`config.mk`:
```
export PLATFORM = sky130hd
export DESIGN_NAME = pending_scoreboard
export DESIGN_NICKNAME = d
export VERILOG_FILES = /design/src/rtl/pending_scoreboard.sv
export SDC_FILE = /design/constraint.sdc
export NUM_CORES = 1
export LEC_CHECK = 0
export BUFFER_PORTS_ARGS = -buffer_cell sky130_fd_sc_hd__buf_4
export CAP_MARGIN = 30
export CELL_PAD_IN_SITES_DETAIL_PLACEMENT = 0
export CELL_PAD_IN_SITES_GLOBAL_PLACEMENT = 2
export CORE_ASPECT_RATIO = 1.5
export CORE_UTILIZATION = 33
export CTS_CLUSTER_SIZE = 24
export DETAILED_ROUTE_END_ITERATION = 12
export PLACE_DENSITY = 0.84
export SYNTH_ARGS = -nofsm -noshare
export SYNTH_HDL_FRONTEND = slang
export SYNTH_SLANG_ARGS = --single-unit
export TNS_END_PERCENT = 1
```
`constraint.sdc`:
```
create_clock -name clk -period 6.68 [get_ports clk]
set_clock_uncertainty 0.05 [all_clocks]
set_input_delay 0 -clock clk [delete_from_list [all_inputs] [get_ports clk]]
set_output_delay 0 -clock clk [all_outputs]
set_load 0.01 [all_outputs]
```
`src/rtl/pending_scoreboard.sv`:
```
// pending_scoreboard
//   Hazard scoreboard for a pipelined MIPS core. Each of DEPTH destination slots
//   has a countdown that is loaded with LATENCY when a producer issues and
//   decrements every cycle. The slot is pending while its count is nonzero. A
//   writeback can clear a slot early. An incoming instruction stalls while its
//   source or destination slot is pending.
// Ports
//   clk, rst             clock; synchronous active-high reset
//   issue_valid/dst/src  upstream instruction (holds while stall=1)
//   issue_ready          instruction accepted this cycle
//   stall                instruction blocked by a pending slot
//   wb_valid/wb_dst      early clear of a slot on writeback
//   pending              registered per-slot in-flight bits
//   busy_count           registered popcount of pending
module pending_scoreboard #(
  parameter int unsigned DEPTH   = 6,
  parameter int unsigned LATENCY = 3
) (
  input  logic             clk,
  input  logic             rst,
  input  logic             issue_valid,
  input  logic [3:0]       issue_dst,
  input  logic [3:0]       issue_src,
  output logic             issue_ready,
  output logic             stall,
  input  logic             wb_valid,
  input  logic [3:0]       wb_dst,
  output logic [DEPTH-1:0] pending,
  output logic [3:0]       busy_count
);

  localparam int unsigned CW = $clog2(LATENCY + 1);

  logic [CW-1:0]    cnt     [DEPTH];
  logic [CW-1:0]    cnt_nxt [DEPTH];
  logic [DEPTH-1:0] pend_nxt;
  logic [3:0]       busy_nxt;
  logic             hazard;
  logic             accept;

  // Slot lookups are unrolled compares so indices >= DEPTH simply match nothing.
  always_comb begin
    hazard = 1'b0;
    for (int unsigned i = 0; i < DEPTH; i++) begin
      if ((issue_src == 4'(i)) && pending[i]) hazard = 1'b1;
      if ((issue_dst == 4'(i)) && pending[i]) hazard = 1'b1;
    end
  end

  assign accept      = issue_valid & ~hazard;
  assign issue_ready = accept;
  assign stall       = issue_valid & hazard;

  // Priority: decrement, then writeback clear, then issue set (new producer wins).
  always_comb begin
    busy_nxt = '0;
    pend_nxt = '0;
    for (int unsigned i = 0; i < DEPTH; i++) begin
      cnt_nxt[i] = cnt[i];
      if (cnt[i] != '0) cnt_nxt[i] = cnt[i] - 1'b1;
      if (wb_valid && (wb_dst == 4'(i))) cnt_nxt[i] = '0;
      if (accept && (issue_dst == 4'(i))) cnt_nxt[i] = CW'(LATENCY);
      pend_nxt[i] = (cnt_nxt[i] != '0);
      busy_nxt    = busy_nxt + {3'b000, pend_nxt[i]};
    end
  end

  always_ff @(posedge clk) begin
    if (rst) begin
      for (int unsigned i = 0; i < DEPTH; i++) cnt[i] <= '0;
      pending    <= '0;
      busy_count <= '0;
    end else begin
      for (int unsigned i = 0; i < DEPTH; i++) cnt[i] <= cnt_nxt[i];
      pending    <= pend_nxt;
      busy_count <= busy_nxt;
    end
  end

endmodule

```
Word-level counts from Yosys, hierarchy flattened
Memories as Yosys holds them, arrays and structs flattened.
Cells that the tools add are included.
Word-level totals
  input bits: 16
  RAM bits: 12
  register bits after elaboration: 10
  logic and storage cells: 116
  memories kept: 1
Memories
  cnt: depth 6, bits a word 2, read ports 6, clocked after Yosys merged registers in 0, wr ports 6, RTL line 34  | logic [CW-1:0] cnt [DEPTH];
Cells by class
  reduce and logical (&&, ||, !) cells: 39
  bitwise logic cells: 9
  add/sub/neg operators: 11
  mux-type cells: 39
  eq/ne operators: 15
Operators by type and width (count)
  $mux 2: 24
  $eq 4x2->1 const B: 6
  $eq 4x3->1 const B: 6
  $logic_and 1x1->1: 24
  $reduce_bool 2->1: 12
  $mux 1: 15
  $eq 4x1->1 const B: 3
  $logic_not 4->1: 3
  $sub 2x1->2 const B: 6
  $add 4x1->4: 2
  $or 1x1->1: 6
  $add 3x1->4: 1
  $add 2x1->3: 1
  $add 1x1->2: 1
  $and 1x1->1: 2
  $not 1->1: 1

Depth between registers and ports, before layout
  word-level depth: 24
  mapped depth: 13
  gate-level depth less buffers: 12

Worst setup path before layout
OpenSTA, ideal clock, no wires.
  kind: input-to-reg
  start point: in issue_dst[1]
  end point: reg busy_count[1]
  data arrival time: 2.704 ns
  path buffers: 1
  library setup time: 0.128 ns
  setup slack: 3.799 ns
  cell stages on the path: 13
  cell sequence: buf_6 nor4bb_1 o21ai_1 and2_4 nand3_1 o31ai_1 fa_1 inv_1 fa_1 inv_1 ha_1 fa_1 nor2b_1
Between the ends
  word-level cells in the longest chain between the ends: 23
  elaborated cells on any way between the ends: 48
  classes of those cells: add/sub: 5; eq/ne: 5; mux: 17; bitwise: 2; reduce/logical: 19
RTL lines
  from (decl): RTL line 22  | input logic [3:0] issue_dst,
  $logic_not 4->1: RTL line 46, 62
  $logic_and 1x1->1: RTL line 46  | if ((issue_dst == 4'(i)) && pending[i]) hazard = 1'b1;
  $mux 1: RTL line 46
  $mux 1: RTL line 45  | if ((issue_src == 4'(i)) && pending[i]) hazard = 1'b1;
  $mux 1: RTL line 46
  $mux 1: RTL line 45
  $mux 1: RTL line 46
  $mux 1: RTL line 45
  (+8 left out)
  $mux 2 *: RTL line 62  | if (accept && (issue_dst == 4'(i))) cnt_nxt[i] = CW'(LATENCY);
  $reduce_bool 2->1 *: RTL line 63  | pend_nxt[i] = (cnt_nxt[i] != '0);
  via pend_nxt[0]: RTL line 36  | logic [DEPTH-1:0] pend_nxt;
  $add 1x1->2 *: RTL line 64  | busy_nxt = busy_nxt + {3'b000, pend_nxt[i]};
  $add 2x1->3 *: RTL line 64
  $add 3x1->4 *: RTL line 64
  $add 4x1->4 * (2 in a row): RTL line 64
  via busy_nxt[1]: RTL line 37  | logic [3:0] busy_nxt;
  to (signal assigned): RTL line 76  | busy_count <= busy_nxt;
  to (decl): RTL line 29  | output logic [3:0] busy_count
Mark *: on every way through the listed nets, which the timed path passes. The rest lies on a longest branch.
A chain may end at the register's enable or synchronous reset.

Worst setup path after layout
  start point: reg pending[3]
  end point: reg busy_count[1]
Between the ends
  word-level cells in the longest chain between the ends: 17
  elaborated cells on any way between the ends: 33
  classes of those cells: add/sub: 5; mux: 12; bitwise: 2; reduce/logical: 14
RTL lines
  from (decl): RTL line 28  | output logic [DEPTH-1:0] pending,
  from (signal assigned): RTL line 75  | pending <= pend_nxt;
  $logic_and 1x1->1: RTL line 45
  $mux 1: RTL line 45
  $mux 1 *: RTL line 46
  $mux 1 *: RTL line 45
  $mux 1 *: RTL line 46
  $mux 1 *: RTL line 45
  $mux 1 *: RTL line 46
  $not 1->1 *: RTL line 50  | assign accept = issue_valid & ~hazard;
  (+2 left out)
  $mux 2 *: RTL line 62
  $reduce_bool 2->1 *: RTL line 63
  via pend_nxt[0]: RTL line 36
  $add 1x1->2 *: RTL line 64
  $add 2x1->3 *: RTL line 64
  $add 3x1->4 *: RTL line 64
  $add 4x1->4 * (2 in a row): RTL line 64
  via busy_nxt[1]: RTL line 37
Marks and branches as above.

==> results_dict.tcl <==
set metrics [dict create \
    outcome "finished, final reports clean" \
    start_util_pct 35.6 \
    fmax_mhz 339 \
    timing.final.ws_setup_ns 3.73 \
    vias_per_cell 5.13 \
    worstSetupEndpointType "flip-flop" \
    first_pass_iters 4 \
    clkLatencyLatePin_ns 0.26 \
    pin_count 28 \
    synth-edff-count 0 \
    synth_ff_type "dfxtp_1" \
    total_power_uw 245 \
    synthAdderAreaFrac_pct 6.33 \
    cp_cell_sequence "nand4_1 -> and3_4 -> nand3_1 -> o31ai_1 -> fa_1 -> inv_1 -> fa_1 -> inv_1 -> ha_1 -> fa_1 -> nor2b_1" \
    rrSetupSlack_ns 3.73 \
    die-area_um2 3720 \
    hold_class "input pin to flip-flop" \
    cts-resized-gates 0 \
    ys_types 38 \
    synth_seq_cells 21 \
    post_synth_and_or_nand_nor_area_fraction_pct 29.7 \
    cts_buffers 3 \
    cp.required_ns 6.79 \
    grt_setup_unrepaired "no" \
    synth_common_cells "21 x dfxtp_1, 14 x o21ai_1, 9 x inv_1" \
    fin_setup_tns_ns 0 \
    cp-start-kind "flip-flop" \
    synthXorXnorAreaFrac_pct 0 \
    clock-sinks 21 \
    drive_gt1_share_pct 29.3 \
    vias 975 \
    syn_area_per_cell_um2 9.24 \
    dp_hpwl_um 2130 \
    syn2layout_area_growth_pct 21.9 \
    power.density_nw_per_um2 175 \
    fin_crit_ns 2.95 \
    async_flop_share_pct 0 \
    max-vdd-ir-drop_uv 82.8 \
    muxShareOfSynthArea_pct 0 \
    yosys_warnings 0 \
    cp_slowest_cell "fa_1" \
    grt.overflow.total 0 \
    max-cap-violations 0 \
    cts_tree "yes" \
    switching_share_pct 24.3 \
    nets 171 \
    fillers 338 \
    synth_top_family_by_area "simple AND/OR/NAND/NOR gates" \
    drc 0 \
    arrival_ns 3.06 \
    hold_violations 0 \
    portBuffers 26 \
    clk_pin_slew_ns 0.07 \
    pre_cts_ws_ns 3.51 \
    grt_max_degree 19 \
    grt_pass1_wl_um 4280 \
    cpPeakStageDelay_ns 0.47 \
    antenna_found_initial 0 \
    first_global_vias 939 \
    synth_seq_area_share_pct 36.7 \
    core-area_um2 3220 \
    comb_power_share_pct 13.8 \
    diodes 0 \
    p_leak_nw 0.540 \
    synth-compound-area-share_pct 19.4 \
    setup_violations 0 \
    synth.most_common_cell "dfxtp_1" \
    antenna_left 0 \
    cts-root-buf "clkbuf_8" \
    crit_top_cell "fa_1" \
    yosysTopAreaCell "dfxtp_1" \
    synth_fp_nets 144 \
    wl_um 2590 \
    clockBufferDepth 2 \
    gp_congestion 0.766 \
    post_drt_wl_per_cell_um 13.6 \
    p_seq_share_pct 52.4 \
    synthTopCellsByArea "dfxtp_1 37%, o21ai_1 6.1%, fa_1 5.2%" \
    syn_inst 124 \
    die_w_um 50.1 \
    rows 25 \
    cts.htree.levels 1 \
    pwr-share-clk_pct 33.9 \
    fin_crit_sh_pct 44.2 \
    path_class "flip-flop to flip-flop" \
    slew_violations 0 \
    path_buf_inv 2 \
    p_switching_uw 59.4 \
    post-cts-setup-buffers 0 \
    grtUsageTotal_pct 15.7 \
    p_int_uw 185 \
    drt_iter0_drc 16 \
    fp.dieH_um 74.2 \
    crit_fanout 4 \
    synthesis.area_um2 1150 \
    netlist.area_leader.share_pct 36.7 \
    crit_family "adder cells" \
]
## through the flow
stage	std cells	utilization, %	instance area, um^2	hold slack, ns
floorplan	124	-	1150	0.0565
global placement	185	41.7	1340	0.218
detailed placement	185	41.7	1340	0.231
CTS	190	43.4	1400	0.0819
global route	190	43.4	1400	0.0887
finish	190	43.4	1400	0.0789
## state kept, by name, indices dropped and copies added, names as in the netlist
signal,count
pending,6
busy_count,3
cnt,12
## worst register-to-register path, stage by stage (launching register included)
cell and delay, ns:
dfxtp_1 0.34, nand4_1 0.12, and3_4 0.23, nand3_1 0.08, o31ai_1 0.32, fa_1 0.47, inv_1 0.09, fa_1 0.41
inv_1 0.07, ha_1 0.15, fa_1 0.39, nor2b_1 0.13
## layout make-up
| class | count | area [um^2] | share of cell area [%] |
|---|---|---|---|
| Clock buffer | 4 | 45.0 | 3.22 |
| Inverter | 10 | 37.5 | 2.69 |
| Multi-Input combinational cell | 88 | 639 | 45.7 |
| Sequential cell | 21 | 420 | 30.1 |
| Tap cell | 40 | 50.0 | 3.58 |
| Timing Repair Buffer | 27 | 205 | 14.7 |
## path summary, 6_finish.rpt
path | from | endpoint | cells past startpoint
max | pending[3]$_SDFF_PP0_ | busy_count[1]$_SDFF_PP0_ | 11
min reg2reg | cnt[1][0]$_SDFF_PP0_ | cnt[1][0]$_SDFF_PP0_ | 1
max reg2reg | pending[3]$_SDFF_PP0_ | busy_count[1]$_SDFF_PP0_ | 11
min | wb_dst[1] | pending[0]$_SDFF_PP0_ | 3
## cell usage in the layout (no fill, tap or decap), types with 4 or more instances in the layout
cell type,n
dfxtp_1,21
buf_4,26
nand2_1,8
nor2_1,6
nor4b_1,5
or2_2,4
inv_1,9
o21ai_0,4
o22ai_1,8
o21ai_1,14
## layer usage
layer | vias to the layer above | global-route usage (%) | part of all wire, %
met4 | 0 | 10.5 | 3.9
met3 | 9 | 2.25 | 3.9
met2 | 28 | 27.7 | 51
li1 | 497 | - | -
met1 | 441 | 17.3 | 41
met5 | - | 0 | 0
## power groups by stage
stage               combinational (mW)  sequential [mW]  clock (mW)
floorplan                       0.0190            0.132           0
global placement                0.0330            0.131           0
detailed placement              0.0337            0.131           0
CTS                             0.0342            0.128      0.0861
global route                    0.0375            0.128      0.0929
finish                          0.0337            0.128      0.0829
## cells by family after synthesis
logic type | Yosys count
AO/OA/AOI/OAI | 35
adder cells (fa/ha/maj) | 4
buffers and inverters | 15
flip-flops | 21
other | 1
AND/OR/NAND/NOR | 48
## what timing repair did
item                                   4_1_cts  5_1_grt
hold buffers                                 1        0
setup endpoints to repair                    0        0
endpoints found under the hold margin        5        0
No activity file was read; power rests on OpenSTA's default activity.
